File: src/rtl/note_judge_if.sv
// Judge-side bundle: note events and drum levels in, score pulses and grade status out.
interface note_judge_if;
  logic       note_arrive;
  logic       note_is_ka;
  logic       hit_don;
  logic       hit_ka;
  logic       increase_score;
  logic       decrease_score;
  logic [1:0] last_result;
  logic       window_open;

  modport master (
    output note_arrive, note_is_ka, hit_don, hit_ka,
    input  increase_score, decrease_score, last_result, window_open
  );

  modport slave (
    input  note_arrive, note_is_ka, hit_don, hit_ka,
    output increase_score, decrease_score, last_result, window_open
  );
endinterface

File: src/rtl/note_judge.sv
// Rhythm-game hit judge: grades drum presses against a per-note timing window and
// emits single-cycle score pulses plus the last grade.
module note_judge #(
  parameter int unsigned WINDOW_CYCLES = 24,
  parameter int unsigned GREAT_START   = 8,
  parameter int unsigned GREAT_END     = 16
) (
  input  logic         clk,
  input  logic         reset,
  note_judge_if.slave  bus
);

  localparam int unsigned CntW = $clog2(WINDOW_CYCLES);

  localparam logic [1:0] ResNone  = 2'b00;
  localparam logic [1:0] ResGreat = 2'b01;
  localparam logic [1:0] ResGood  = 2'b10;
  localparam logic [1:0] ResMiss  = 2'b11;

  typedef enum logic [0:0] {StIdle, StOpen} state_e;

  state_e          state_q;
  logic [CntW-1:0] cnt_q;
  logic            note_ka_q;
  logic            prev_don_q;
  logic            prev_ka_q;
  logic            inc_q;
  logic            dec_q;
  logic [1:0]      last_q;

  logic don_edge;
  logic ka_edge;
  logic any_edge;
  logic correct;
  logic in_great;
  logic expired;

  always_comb begin
    don_edge = bus.hit_don & ~prev_don_q;
    ka_edge  = bus.hit_ka & ~prev_ka_q;
    any_edge = don_edge | ka_edge;
    // Exactly one edge, and it is the drum the latched note asks for.
    correct  = (don_edge ^ ka_edge) && (ka_edge == note_ka_q);
    in_great = (32'(cnt_q) >= GREAT_START) && (32'(cnt_q) < GREAT_END);
    expired  = (32'(cnt_q) == WINDOW_CYCLES - 1);
  end

  always_ff @(posedge clk) begin
    if (reset) begin
      state_q    <= StIdle;
      cnt_q      <= '0;
      note_ka_q  <= 1'b0;
      // Loading 1 means a drum held through reset never counts as a press.
      prev_don_q <= 1'b1;
      prev_ka_q  <= 1'b1;
      inc_q      <= 1'b0;
      dec_q      <= 1'b0;
      last_q     <= ResNone;
    end else begin
      prev_don_q <= bus.hit_don;
      prev_ka_q  <= bus.hit_ka;
      inc_q      <= 1'b0;
      dec_q      <= 1'b0;
      unique case (state_q)
        StIdle: begin
          if (bus.note_arrive) begin
            state_q   <= StOpen;
            cnt_q     <= '0;
            note_ka_q <= bus.note_is_ka;
          end
        end
        StOpen: begin
          if (any_edge || bus.note_arrive || expired) begin
            if (correct) begin
              inc_q  <= 1'b1;
              last_q <= in_great ? ResGreat : ResGood;
            end else begin
              dec_q  <= 1'b1;
              last_q <= ResMiss;
            end
            // A new note arriving alongside any judgement reopens the window.
            if (bus.note_arrive) begin
              cnt_q     <= '0;
              note_ka_q <= bus.note_is_ka;
            end else begin
              state_q <= StIdle;
              cnt_q   <= '0;
            end
          end else begin
            cnt_q <= cnt_q + 1'b1;
          end
        end
        default: state_q <= StIdle;
      endcase
    end
  end

  assign bus.increase_score = inc_q;
  assign bus.decrease_score = dec_q;
  assign bus.last_result    = last_q;
  assign bus.window_open    = (state_q == StOpen);

endmodule

File: src/flat_wrapper.sv
// flat-port wrapper written by rule: the top's interface ports become plain ports
module note_judge_flat 
#(
  parameter int unsigned WINDOW_CYCLES = 24,
  parameter int unsigned GREAT_START   = 8,
  parameter int unsigned GREAT_END     = 16
)
  (clk, reset, bus_note_arrive, bus_note_is_ka, bus_hit_don, bus_hit_ka, bus_increase_score, bus_decrease_score, bus_last_result, bus_window_open);
  note_judge_if bus_i ();
  input  logic clk;
  input  logic reset;
  input wire logic [$bits(bus_i.note_arrive)-1:0] bus_note_arrive;
  input wire logic [$bits(bus_i.note_is_ka)-1:0] bus_note_is_ka;
  input wire logic [$bits(bus_i.hit_don)-1:0] bus_hit_don;
  input wire logic [$bits(bus_i.hit_ka)-1:0] bus_hit_ka;
  output wire logic [$bits(bus_i.increase_score)-1:0] bus_increase_score;
  output wire logic [$bits(bus_i.decrease_score)-1:0] bus_decrease_score;
  output wire logic [$bits(bus_i.last_result)-1:0] bus_last_result;
  output wire logic [$bits(bus_i.window_open)-1:0] bus_window_open;
  assign bus_i.note_arrive = bus_note_arrive;
  assign bus_i.note_is_ka = bus_note_is_ka;
  assign bus_i.hit_don = bus_hit_don;
  assign bus_i.hit_ka = bus_hit_ka;
  assign bus_increase_score = bus_i.increase_score;
  assign bus_decrease_score = bus_i.decrease_score;
  assign bus_last_result = bus_i.last_result;
  assign bus_window_open = bus_i.window_open;
  note_judge #(.WINDOW_CYCLES(WINDOW_CYCLES), .GREAT_START(GREAT_START), .GREAT_END(GREAT_END)) u_core (.clk(clk), .reset(reset), .bus(bus_i));
endmodule
File: config.mk
export PLATFORM = sky130hd
export DESIGN_NAME = note_judge_flat
export DESIGN_NICKNAME = d
export VERILOG_FILES = /design/src/rtl/note_judge_if.sv /design/src/rtl/note_judge.sv /design/src/flat_wrapper.sv
export SDC_FILE = /design/constraint.sdc
export NUM_CORES = 1
export LEC_CHECK = 0
export BUFFER_PORTS_ARGS = -buffer_cell sky130_fd_sc_hd__buf_2
export CAP_MARGIN = 25
export CORE_AREA = 2 2 39 41
export DETAILED_ROUTE_END_ITERATION = 8
export DIE_AREA = 0 0 41 43
export HOLD_SLACK_MARGIN = 0.02
export PLACE_DENSITY = 0.68
export SLEW_MARGIN = 20
export SYNTH_ARGS = -nofsm -noshare
export SYNTH_HDL_FRONTEND = slang
export SYNTH_SLANG_ARGS = --single-unit
File: constraint.sdc
create_clock -name clk -period 2.7 [get_ports clk]
set_clock_uncertainty 0.2 [all_clocks]
set_input_delay 0.405 -clock clk [delete_from_list [all_inputs] [get_ports clk]]
set_output_delay 0.405 -clock clk [all_outputs]
set_load 0.02 [all_outputs]
Word level (Yosys, flattened, before mapping):

Cells that the tools add are included.

* register bits after elaboration: 13
* input bits: 6
* output and inout bits: 5
* logic and storage cells: 42

* add/sub/neg operators: 1
* order comparisons: 2
* eq/ne operators: 4
* mux-type cells: 13
* bitwise gates (word level): 8
* reduce and logical (&&, ||, !) cells: 6

Operators by type and width (count)
* 5-bit 2-to-1 mux: 2
* 5-bit one-hot mux with 2 select lines: 1
* 1-bit 2-to-1 mux: 6
* 5-bit by 1-bit adder with 5-bit output (second input constant): 1
* 5-bit equality test (second input constant): 1
* 5-bit by 4-bit greater-or-equal comparator with 1-bit output (second input constant): 1
* 5-bit less-than comparator (second input constant): 1
* 2-bit 2-to-1 mux: 2
* 2-bit inequality test (second input constant): 2
* 1-bit inverter: 4
* 1-bit one-hot mux with 2 select lines: 2
* 3-bit OR reduction: 1
* 1-bit bitwise AND: 2
* 1-bit logical AND: 2
* 1-bit logical OR: 2
* 2-bit AND reduction: 1
* 1-bit equality test: 1
* 1-bit bitwise OR: 1
* 1-bit bitwise XOR: 1

Logic depth before layout (Yosys ltp):

Gate-level depths: netlist (run 1).

* word-level depth: 7
* mapped depth: 6
* gate-level depth less buffers: 5

Least setup slack after synthesis (run 1):

OpenSTA, ideal clock, no wires.

* kind: input-to-reg
* start: input bus_hit_ka
* end: register u_core.inc_q (netlist: u_core.bus.increase_score)
* library setup time: 0.080 ns
* data arrival time: 1.475 ns
* required time: 2.420 ns
* slack: 0.945 ns
* stages on the path: 5
* path buffers: 0
* cell sequence: nand2b_1 -> ha_1 -> or2b_2 -> mux2i_1 -> nor3b_1

* cells in the longest elaborated chain, start to end: 6
* elaborated cells between the ends (all ways): 10
* classes of those cells: eq/ne (1); mux (1); bitwise (4); reduce/logical (4)

Ends and longest elaborated chain
* start, declared: RTL line flat_wrapper.sv:15 `input wire logic [$bits(bus_i.hit_ka)-1:0] bus_hit_ka;`
* 1-bit bitwise AND *: RTL line note_judge.sv:40 `ka_edge = bus.hit_ka & ~prev_ka_q;`
* 1-bit bitwise OR: RTL line note_judge.sv:41 `any_edge = don_edge | ka_edge;`
* 1-bit logical OR (2 in series): RTL line note_judge.sv:73 `if (any_edge || bus.note_arrive || expired) begin`
* 1-bit inverter (no line)
* 3-bit OR reduction (no line)
* end signal, assigned: RTL line note_judge.sv:56 `inc_q <= 1'b0;`
* end signal, assigned: RTL line note_judge.sv:62 `inc_q <= 1'b0;`
* end signal, assigned: RTL line note_judge.sv:75 `inc_q <= 1'b1;`
* end, declared: RTL line note_judge.sv:27 `logic inc_q;`

Mark *: on every way between the ends. The rest lies on a longest branch, timed or not.
A chain may end at the register's enable or synchronous reset.

Worst setup path in the final report (run 1):

* start: register u_core.prev_ka_q
* end: register u_core.inc_q (netlist: u_core.bus.increase_score)

* cells in the longest elaborated chain, start to end: 7
* elaborated cells between the ends (all ways): 11
* classes of those cells: eq/ne (1); mux (1); bitwise (5); reduce/logical (4)

Ends and longest elaborated chain
* start, declared: RTL line note_judge.sv:26 `logic prev_ka_q;`
* start signal, assigned: RTL line note_judge.sv:61 `prev_ka_q <= bus.hit_ka;`
* 1-bit inverter *: RTL line note_judge.sv:40
* 1-bit bitwise AND *: RTL line note_judge.sv:40
* 1-bit bitwise OR: RTL line note_judge.sv:41
* 1-bit logical OR (2 in series): RTL line note_judge.sv:73
* 1-bit inverter (no line)
* 3-bit OR reduction (no line)

Marked as above.

==> results of run 1 <==
==> how the worst min path moves through the flow <==
stage | end | slack [ns]
finish | u_core.prev_don_q | 0.14
global route | u_core.prev_don_q | 0.13
CTS | u_core.prev_don_q | 0.13
global placement | u_core.bus.last_result[1] | 0.26
detailed placement | u_core.bus.last_result[1] | 0.26
floorplan | u_core.cnt_q[0] | 0.26
==> power breakdown <==
group / switching, mW / internal (mW) / total, mW
combinational: 0.0242 / 0.0187 / 0.0428
sequential: 0.00399 / 0.198 / 0.202
clock: 0.0594 / 0.0571 / 0.117
==> synthesized netlist by cell type (all sizes together) <==
master	number	area share, %
a211oi	1	1.2
nor2b	2	2.0
a21oi	4	3.2
and3b	1	1.4
nand4b	2	5.3
ha	2	4.1
or2	2	2.0
a21o	1	1.4
nor3b	1	1.2
a31oi	1	1.0
nand2	4	2.4
o21ai	1	0.81
nor2	5	3.0
nand4	1	1.0
a32oi	1	1.4
nand2b	3	3.0
buf	2	1.4
nor3	2	1.6
o31ai	1	1.2
xor2	1	1.4
a221oi	1	2.4
or2b	2	2.8
a311o	1	1.6
o22ai	1	1.0
mux2i	2	3.2
inv	3	1.8
and2b	1	1.2
dfxtp	13	42
nand3	1	0.81
nand3b	2	2.4
==> layer usage <==
metal	share of wire, %	track usage (%)	vias to the layer above
li1	-	-	256
met1	50	21.1	229
met2	45	19.7	7
met3	4.1	6.28	2
met4	0.95	6.00	0
met5	0	0	-
==> critical path: cells and delay by family (launching register included) <==
kind / cells / cell delay, ns
fa+ha+maj: 1 / 0.30
flops: 1 / 0.30
simple gates: 3 / 0.67
mux: 1 / 0.30
==> flip-flops by register name, summed over array words and instances, names as in the netlist <==
register and flops:
u_core.cnt_q 5, u_core.bus.last_result 2, u_core.prev_ka_q 1, u_core.bus.window_open 1, u_core.bus.decrease_score 1, u_core.prev_don_q 1
u_core.note_ka_q 1, u_core.bus.increase_score 1
==> kinds of logic after synthesis <==
group | after synthesis | synth area share, %
and+or+nand+nor | 29 | 30.4
AOI/OAI and AO/OA | 13 | 15.4
DFF | 13 | 42.2
buffers and inverters | 5 | 3.24
muxes | 2 | 3.25
adders and majority gates | 2 | 4.06
xor gates and xnor gates | 1 | 1.42
==> final cells by class <==
type                       instances  area (sq um)
clock buffer                       4          26.3
fill                             141           679
inverter                           3          11.3
multi-input combinational         47           337
sequential                        13           260
tap                               16          20.0
timing repair buffer              10          50.0
==> per-stage QoR <==
stage / total power, mW / worst slack (ns) / instance area [sq um]
2_1_floorplan: 0.237 / 0.945 / 617
3_3_place_gp: 0.249 / 0.782 / 678
3_5_place_dp: 0.250 / 0.729 / 678
4_1_cts: 0.370 / 0.831 / 704
5_1_grt: 0.387 / 0.707 / 704
6_report: 0.362 / 0.862 / 704
==> summary.md, run 1 <==
| Metric | Value |
|---|---|
| Status | `completed` |
| Final setup fails | `0` |
| Worst VDD drop | `0.322 mV` |
| Reg-to-Reg Start | `u_core.prev_ka_q` |
| Critical Path Max Stage Delay | `0.30 ns` |
| WHS | `0.138 ns` |
| CTS tree | `done` |
| Worst-Margin Slew | `0.335 ns` |
| Period utilisation layout | `68.1%` |
| F_max | `544 MHz` |
| # clock sinks | `13` |
| Area grow syn2layout | `14.2%` |
| DRC violations left | `0` |
| Sequential share of the synthesized area | `42.2%` |
| Synth Cell Area | `617 sq um` |
| Die area | `1760 sq um` |
| Port Buffers | `10` |
| Root buffer cell | `clkbuf_4` |
| Ports | `11` |
| Resize count post-CTS | `0` |
| 1st-pass router iterations | `4` |
| Later-pin clock latency in the skew report | `0.27 ns` |
| Pwr dens | `514 nW/um^2` |
| Crit path required time | `2.69 ns` |
| Netlist cell types | `32` |
| Hold crit path type | `input pin to register` |
| Hold Path Origin | `bus_hit_don` |
| CP arrival | `1.83 ns` |
| Die height | `43 um` |
| Die X | `41 um` |
| R2R Setup Slk | `0.86 ns` |
| # hold bufs at CTS | `0` |
| Hpwl dp | `775 um` |
| # H-tree levels | `1` |
| Vias/cell | `5.31` |
| Detail Route Antenna Nets | `0` |
| Seq cells post-synth | `13` |
| Max clock buf depth | `2` |
| CP startpoint | `u_core.prev_ka_q` |
| Min-Delay Path Depth | `2` |
| Core footprint | `1380 sq um` |
| Wire per inst | `11.3 um` |
| RSZ-0062 raised after global routing | `false` |
| GRT overflow | `0` |
| Final Hold Fails | `0` |
| Clock transition at path regs | `0.07 ns` |
| Final std cells w/o fill | `93` |
| CP startpoint kind | `register` |
| WS Path Type | `register to register` |
| Final Slew Violations | `0` |
| Placed insts | `89` |
| Number of max-cap violations | `0` |
| Antenna Cells | `0` |
| Placer Congestion | `0.735` |
| Vias in the first global route | `426` |
| Post-layout util | `50.9%` |
| Cell Chain, Critical Path | `nand2b_1 -> ha_1 -> or2b_2 -> mux2i_1 -> nor3b_1` |
| Slowest-stage cell, CP | `dfxtp_1` |
| TritonCTS Buffers | `3` |
| Total Wirelength | `1.05 mm` |
| Synth Net Count | `73` |
| CP Capture Type | `register` |
| Reg2Reg Depth | `5` |
| Static Leak | `0.318 nW` |
| Max FO, Critical Path | `4` |
| Critical path endpoint | `u_core.bus.increase_score` |
| Initial DRC count | `13` |
| Most common cell after layout, fill and taps aside | `dfxtp_1` |
| Post-CTS setup buffers | `0` |
| Share of cells above drive strength 1 | `26.0%` |
| Largest net degree at the start of global routing | `16` |
| Final net count | `86` |
| Num rows | `14` |
| Slew Limit Headroom | `77.0%` |
| Syn avg cell area | `9.49 sq um` |
| Reg-to-reg endpoint | `u_core.bus.increase_score` |
| Final Critical Period | `1.84 ns` |
| DR vias | `494` |
| Warning count from the yosys run | `0` |
| Initial antenna violation count | `0` |
| Starting density of the core | `44.6%` |
| Post-Synthesis Cells | `65` |
| GRT Util Overall | `15.0%` |
| Final setup TNS | `0 ns` |
| Most frequent cells in the layout | `dfxtp_1 (13), buf_2 (10), nor2_1 (5)` |
| First-pass GRT wire length | `1.81 mm` |
(Power assumes the default switching activity.)
==> run 2, diff against run 1 <==
- clock period: 2.7 -> 1.7 ns (I/O delays scaled with it)
==> run 2 against run 1 <==
Against the previous run:
- first-iteration DRC count grew 15%
- die area is the same
- highest routed layer unchanged
- core utilization is 8.2 points higher
- via count increased by 8.7%
- largest cell class unchanged
==> summary.md, run 2 (synthesis gave the netlist of run 1 again) <==
| Metric | Value |
|---|---|
| Core footprint | `1380 sq um (unchanged)` |
| CP startpoint kind | `input pin (was register)` |
| CTS tree | `done (unchanged)` |
| Most common cell after layout, fill and taps aside | `dfxtp_1 (unchanged)` |
| Die X | `41 um (unchanged)` |
| Register bank with the most flops | `u_core.cnt_q (unchanged)` |
| F_max | `601 MHz` |
| Vias in the first global route | `517 (was 426)` |
| Period utilisation layout | `97.9%` |
| Net load switching power | `0.154 mW (was 0.0876 mW)` |
| CP Capture Type | `register (unchanged)` |
| Logic gate share of total power | `15.0% (was 11.8%)` |
| Most frequent cells in the layout | `dfxtp_1 (13), buf_2 (9), nor2_1 (5) (was dfxtp_1 (13), buf_2 (10), nor2_1 (5))` |
| Final Hold Fails | `0 (unchanged)` |
| Slowest-stage cell, CP | `dlygate4sd3_1 (was dfxtp_1)` |
| Max clock buf depth | `2 (unchanged)` |
| Largest net degree at the start of global routing | `16 (unchanged)` |
| Clock power share | `31.8% (was 32.2%)` |
| Area grow syn2layout | `32.7% (was 14.2%)` |
| Sequential group share of total power | `53.2% (was 56.0%)` |
| Final Critical Period | `1.67 ns` |
| WS Path Type | `input pin to register (was register to register)` |
| Final std cells w/o fill | `100 (was 93)` |
| DRC violations left | `0 (unchanged)` |
| Detail Route Antenna Nets | `0 (unchanged)` |
| First-pass GRT wire length | `2.12 mm (was 1.81 mm)` |
| Initial antenna violation count | `0 (unchanged)` |
| Final net count | `93 (was 86)` |
| GRT Util Overall | `18.3% (was 15.0%)` |
| Die area | `1760 sq um (unchanged)` |
| Pwr dens | `740 nW/um^2 (was 514 nW/um^2)` |
| Later-pin clock latency in the skew report | `0.28 ns (was 0.27 ns)` |
| Static Leak | `0.367 nW (was 0.318 nW)` |
| Cell Chain, Critical Path | `dlygate4sd3_1 -> buf_4 -> and2b_2 -> a21o_2 -> a221oi_2 (was nand2b_1 -> ha_1 -> or2b_2 -> mux2i_1 -> nor3b_1)` |
| Starting density of the core | `44.6% (unchanged)` |
| # H-tree levels | `1 (unchanged)` |
| Final Slew Violations | `0 (unchanged)` |
| Total Wirelength | `1.22 mm (was 1.05 mm)` |
| Worst VDD drop | `0.576 mV (was 0.322 mV)` |
| Num rows | `14 (unchanged)` |
| Clock transition at path regs | `0.08 ns (was 0.07 ns)` |
| Hold crit path type | `input pin to register (unchanged)` |
| Crit path required time | `1.69 ns (was 2.69 ns)` |
| Max FFs per register | `5 (unchanged)` |
| Ports | `11 (unchanged)` |
| Hpwl dp | `834 um (was 775 um)` |
| # clock sinks | `13 (unchanged)` |
| Switching share of power | `25.4% (was 24.2%)` |
| Number of max-cap violations | `0 (unchanged)` |
| RSZ-0062 raised after global routing | `false (unchanged)` |
| DR vias | `537 (was 494)` |
| Share of cells above drive strength 1 | `34.5% (was 26.0%)` |
| Critical Path Max Stage Delay | `0.52 ns (was 0.30 ns)` |
| Status | `completed (unchanged)` |
| Post-CTS setup buffers | `0 (unchanged)` |
| Initial DRC count | `15 (was 13)` |
| Die height | `43 um (unchanged)` |
| Root buffer cell | `clkbuf_4 (unchanged)` |
| Slew Limit Headroom | `79.7% (was 77.0%)` |
| Port Buffers | `10 (unchanged)` |
| CP arrival | `1.66 ns (was 1.83 ns)` |
| Internal power | `0.452 mW (was 0.274 mW)` |
| 1st-pass router iterations | `4 (unchanged)` |
| Placed insts | `92 (was 89)` |
| Max FO, Critical Path | `6 (was 4)` |
| TritonCTS Buffers | `3 (unchanged)` |
| Antenna Cells | `0 (unchanged)` |
| Wire per inst | `12.2 um (was 11.3 um)` |
| Worst-Margin Slew | `0.304 ns (was 0.335 ns)` |
| Vias/cell | `5.37 (was 5.31)` |
| Placer Congestion | `0.748 (was 0.735)` |
| Total power | `0.606 mW (was 0.362 mW)` |
| Final setup fails | `0 (unchanged)` |
| GRT overflow | `0 (unchanged)` |
-- run 2: cell types whose count changed in the layout (fill, tap and decap cells not counted), sizes merged --
cell | previous run | this run
dlygate4sd3 | 0 | 4
buf | 10 | 13
-- run 2: through the flow --
step	hold slack, ns	area, sq um	setup TNS [ns]	worst slack, ns	utilization [%]
floorplan	0.133	621	0	0.0113	-
global placement	0.261	704	-0.00514	-0.00514	50.9
detailed placement	0.265	704	-0.0337	-0.0337	50.9
CTS	0.113	779	0	0.000872	56.3
global route	0.139	818	0	0.00429	59.1
finish	0.117	818	0	0.0349	59.1
-- run 2: layout make-up --
cell class | count | area [sq um]
multi-input combinational | 47 | 385
inverter | 3 | 11.3
sequential | 13 | 260
fill | 122 | 566
clock buffer | 4 | 26.3
timing repair buffer | 17 | 115
tap | 16 | 20.0
-- run 2: what timing repair did --
action | CTS | global route
endpoints found under the hold margin | 4 | 0
hold buffers | 4 | 0
setup endpoints to repair | 3 | 4
pin swaps | 0 | 1
resized for setup | 1 | 8
-- run 2: per-layer routing --
| metal | wire [um] | vias to the layer above | track usage, % |
|---|---|---|---|
| met5 | 0 | - | 0 |
| met4 | 32 | 0 | 12.0 |
| met3 | 51 | 4 | 4.71 |
| met2 | 597 | 14 | 26.6 |
| met1 | 534 | 249 | 22.6 |
| li1 | - | 270 | - |
-- run 2: power by group through the flow --
| stage | registers [mW] | logic (mW) | clock network [mW] |
|---|---|---|---|
| after floorplan | 0.335 | 0.0423 | 0 |
| final | 0.322 | 0.0909 | 0.193 |
| after global routing | 0.324 | 0.101 | 0.216 |
| after CTS | 0.322 | 0.0816 | 0.199 |
| after global placement | 0.329 | 0.0704 | 0 |
| after detailed placement | 0.329 | 0.0715 | 0 |
-- run 2: worst paths after layout --
path	start	slack [ns]	to	cells past startpoint
setup / recovery	bus_note_arrive	0.03	u_core.bus.last_result[1]	5
hold / removal	reset	0.12	u_core.bus.window_open	2
setup reg to reg	u_core.prev_don_q	0.10	u_core.bus.increase_score	5
hold reg to reg	u_core.bus.last_result[1]	0.28	u_core.bus.last_result[1]	2
-- run 2: critical path: cells and delay by family --
| kind | cells | cell delay, ns |
|---|---|---|
| and+or+nand+nor | 1 | 0.24 |
| buffers and inverters | 2 | 0.66 |
| AOI/OAI and AO/OA | 2 | 0.49 |
==> run 3, diff against run 2 <==
==> constraint.sdc (replaced) <==
create_clock -name clk -period 1.7 [get_ports clk]
set_clock_uncertainty 0.2 [all_clocks]
set_input_delay 0.34 -clock clk [delete_from_list [all_inputs] [get_ports clk]]
set_output_delay 0.34 -clock clk [all_outputs]
set_load 0.02 [all_outputs]
==> run 3 against run 2 <==
Against the previous run:
- routed wire length is 9.9% lower
- clock-buffer cell count did not move
- global-route usage is 1.6 points lower
- hold slack got worse by 0.060 ns
- via count decreased by 6.7%
- first-iteration DRC count shrank 80%
==> summary.md, run 3 (synthesis gave the netlist of run 1 again) <==
| Metric | Value |
|---|---|
| Status | `completed (unchanged)` |
| Vias in the first global route | `464 (was 517)` |
| Period utilisation layout | `94.9% (was 97.9%)` |
| Max FFs per register | `5 (unchanged)` |
| Area grow syn2layout | `19.9% (was 32.7%)` |
| Wire per inst | `11.5 um (was 12.2 um)` |
| Starting density of the core | `44.6% (unchanged)` |
| Final Hold Fails | `0 (unchanged)` |
| Die height | `43 um (unchanged)` |
| Register bank with the most flops | `u_core.cnt_q (unchanged)` |
| Hold crit path type | `input pin to register (unchanged)` |
| Worst-Margin Slew | `0.284 ns (was 0.304 ns)` |
| Initial DRC count | `3 (was 15)` |
| Clock transition at path regs | `0.07 ns (was 0.08 ns)` |
| CP arrival | `1.61 ns (was 1.66 ns)` |
| Ports | `11 (unchanged)` |
| F_max | `620 MHz (was 601 MHz)` |
| WHS | `0.0566 ns (was 0.117 ns)` |
| DRC violations left | `0 (unchanged)` |
| # H-tree levels | `1 (unchanged)` |
| Reg2Reg Depth | `5 (unchanged)` |
| Final setup fails | `0 (unchanged)` |
| Root buffer cell | `clkbuf_4 (unchanged)` |
| Largest net degree at the start of global routing | `16 (unchanged)` |
| Final net count | `88 (was 93)` |
| Num rows | `14 (unchanged)` |
| Final Critical Period | `1.61 ns (was 1.67 ns)` |
| Critical Path Max Stage Delay | `0.30 ns (was 0.52 ns)` |
| Share of cells above drive strength 1 | `30.4% (was 34.5%)` |
| Total Wirelength | `1.10 mm (was 1.22 mm)` |
| Later-pin clock latency in the skew report | `0.28 ns (about the same)` |
| Worst path depth | `5 (unchanged)` |
| Die X | `41 um (unchanged)` |
| # clock sinks | `13 (unchanged)` |
| Slowest-stage cell, CP | `dfxtp_1 (was dlygate4sd3_1)` |
| Antenna Cells | `0 (unchanged)` |
| Initial antenna violation count | `0 (unchanged)` |
| Post-layout util | `53.4% (was 59.1%)` |
| Max clock buf depth | `2 (unchanged)` |
| Total power | `0.589 mW (was 0.606 mW)` |
| DR vias | `501 (was 537)` |
| Core footprint | `1380 sq um (unchanged)` |
| Max FO, Critical Path | `4 (was 6)` |
| Most frequent cells in the layout | `dfxtp_1 (13), buf_2 (10), nor2_1 (5) (was dfxtp_1 (13), buf_2 (9), nor2_1 (5))` |
| First-pass GRT wire length | `1.87 mm (was 2.12 mm)` |
| TritonCTS Buffers | `3 (unchanged)` |
| Crit path required time | `1.70 ns (was 1.69 ns)` |
| Post-CTS setup buffers | `0 (unchanged)` |
| Hpwl dp | `827 um (was 834 um)` |
| Cell Chain, Critical Path | `nand2b_1 -> ha_1 -> and2b_1 -> a21o_2 -> a221oi_2 (was dlygate4sd3_1 -> buf_4 -> and2b_2 -> a21o_2 -> a221oi_2)` |
| Placer Congestion | `0.755 (was 0.748)` |
| Min-Delay Path Depth | `2 (unchanged)` |
| 1st-pass router iterations | `4 (unchanged)` |
| WS Path Type | `register to register (was input pin to register)` |
| Static Leak | `0.326 nW (was 0.367 nW)` |
| CTS tree | `done (unchanged)` |
| Pwr dens | `797 nW/um^2 (was 740 nW/um^2)` |
| CP Capture Type | `register (unchanged)` |
| RSZ-0062 raised after global routing | `true (was false)` |
| Port Buffers | `10 (unchanged)` |
| Most common cell after layout, fill and taps aside | `dfxtp_1 (unchanged)` |
| Buf/Inv on CP | `0 (was 2)` |
| GRT Util Overall | `16.7% (was 18.3%)` |
| Slew Limit Headroom | `81.0% (was 79.7%)` |
| CP startpoint kind | `register (was input pin)` |
| Worst VDD drop | `0.500 mV (was 0.576 mV)` |
| Final Slew Violations | `0 (unchanged)` |
| GRT overflow | `0 (unchanged)` |
| CP delay by family, top | `compound AO/OA/AOI/OAI gates (was buffers and inverters)` |
| Die area | `1760 sq um (unchanged)` |
| Detail Route Antenna Nets | `0 (unchanged)` |
| Vias/cell | `5.27 (was 5.37)` |
| Number of max-cap violations | `0 (unchanged)` |
==> run 3: final timing paths <==
check                                 start                         to  slack (ns)
hold reg to reg   u_core.bus.last_result[1]  u_core.bus.last_result[1]        0.27
hold / removal                  bus_hit_don          u_core.prev_don_q        0.06
setup reg to reg          u_core.prev_don_q  u_core.bus.last_result[1]        0.09
setup / recovery          u_core.prev_don_q  u_core.bus.last_result[1]        0.09
==> run 3: area by class of cell <==
cell class / count / area, sq um
Clock buffer: 4 / 26.3
Multi-Input combinational cell: 47 / 357
Tap cell: 16 / 20.0
Sequential cell: 13 / 260
Timing Repair Buffer: 12 / 65.1
Inverter: 3 / 11.3
Fill cell: 126 / 644
==> run 3: where the power goes <==
group	total (mW)	internal (mW)	switching [mW]
Combinational	0.0747	0.0345	0.0402
Sequential	0.322	0.315	0.00637
Clock	0.193	0.0912	0.102
==> run 3: what timing repair did <==
action | in CTS | in global routing
hold buffers | 0 | 0
endpoints found under the setup margin | 2 | 3
resized for setup | 2 | 1
hold endpoints to repair | 0 | 0
==> run 3: metal layers <==
layer	GRT usage (%)	wire length [um]	up-vias
li1	-	-	259
met1	18.1	490	230
met2	24.7	520	8
met3	5.24	40	4
met4	14.0	44	0
met5	0	0	-
==> run 3: worst reg2reg max path, delay by kind of cell (launching register included) <==
family,cells,cell delay [ns]
AND/OR/NAND/NOR,2,0.34
AO/OA/AOI/OAI,2,0.46
flip-flops,1,0.30
adder cells (fa/ha/maj),1,0.23
==> run 3: metrics by stage <==
| step | worst slack [ns] | TNS (ns) | cells | area, sq um |
|---|---|---|---|---|
| 2_1_floorplan | 0.0113 | 0 | 65 | 621 |
| 3_3_place_gp | -0.0886 | -0.204 | 91 | 697 |
| 3_5_place_dp | -0.106 | -0.216 | 91 | 697 |
| 4_1_cts | 0.0164 | 0 | 95 | 737 |
| 5_1_grt | -0.00251 | -0.00251 | 95 | 739 |
| 6_report | 0.0868 | 0 | 95 | 739 |
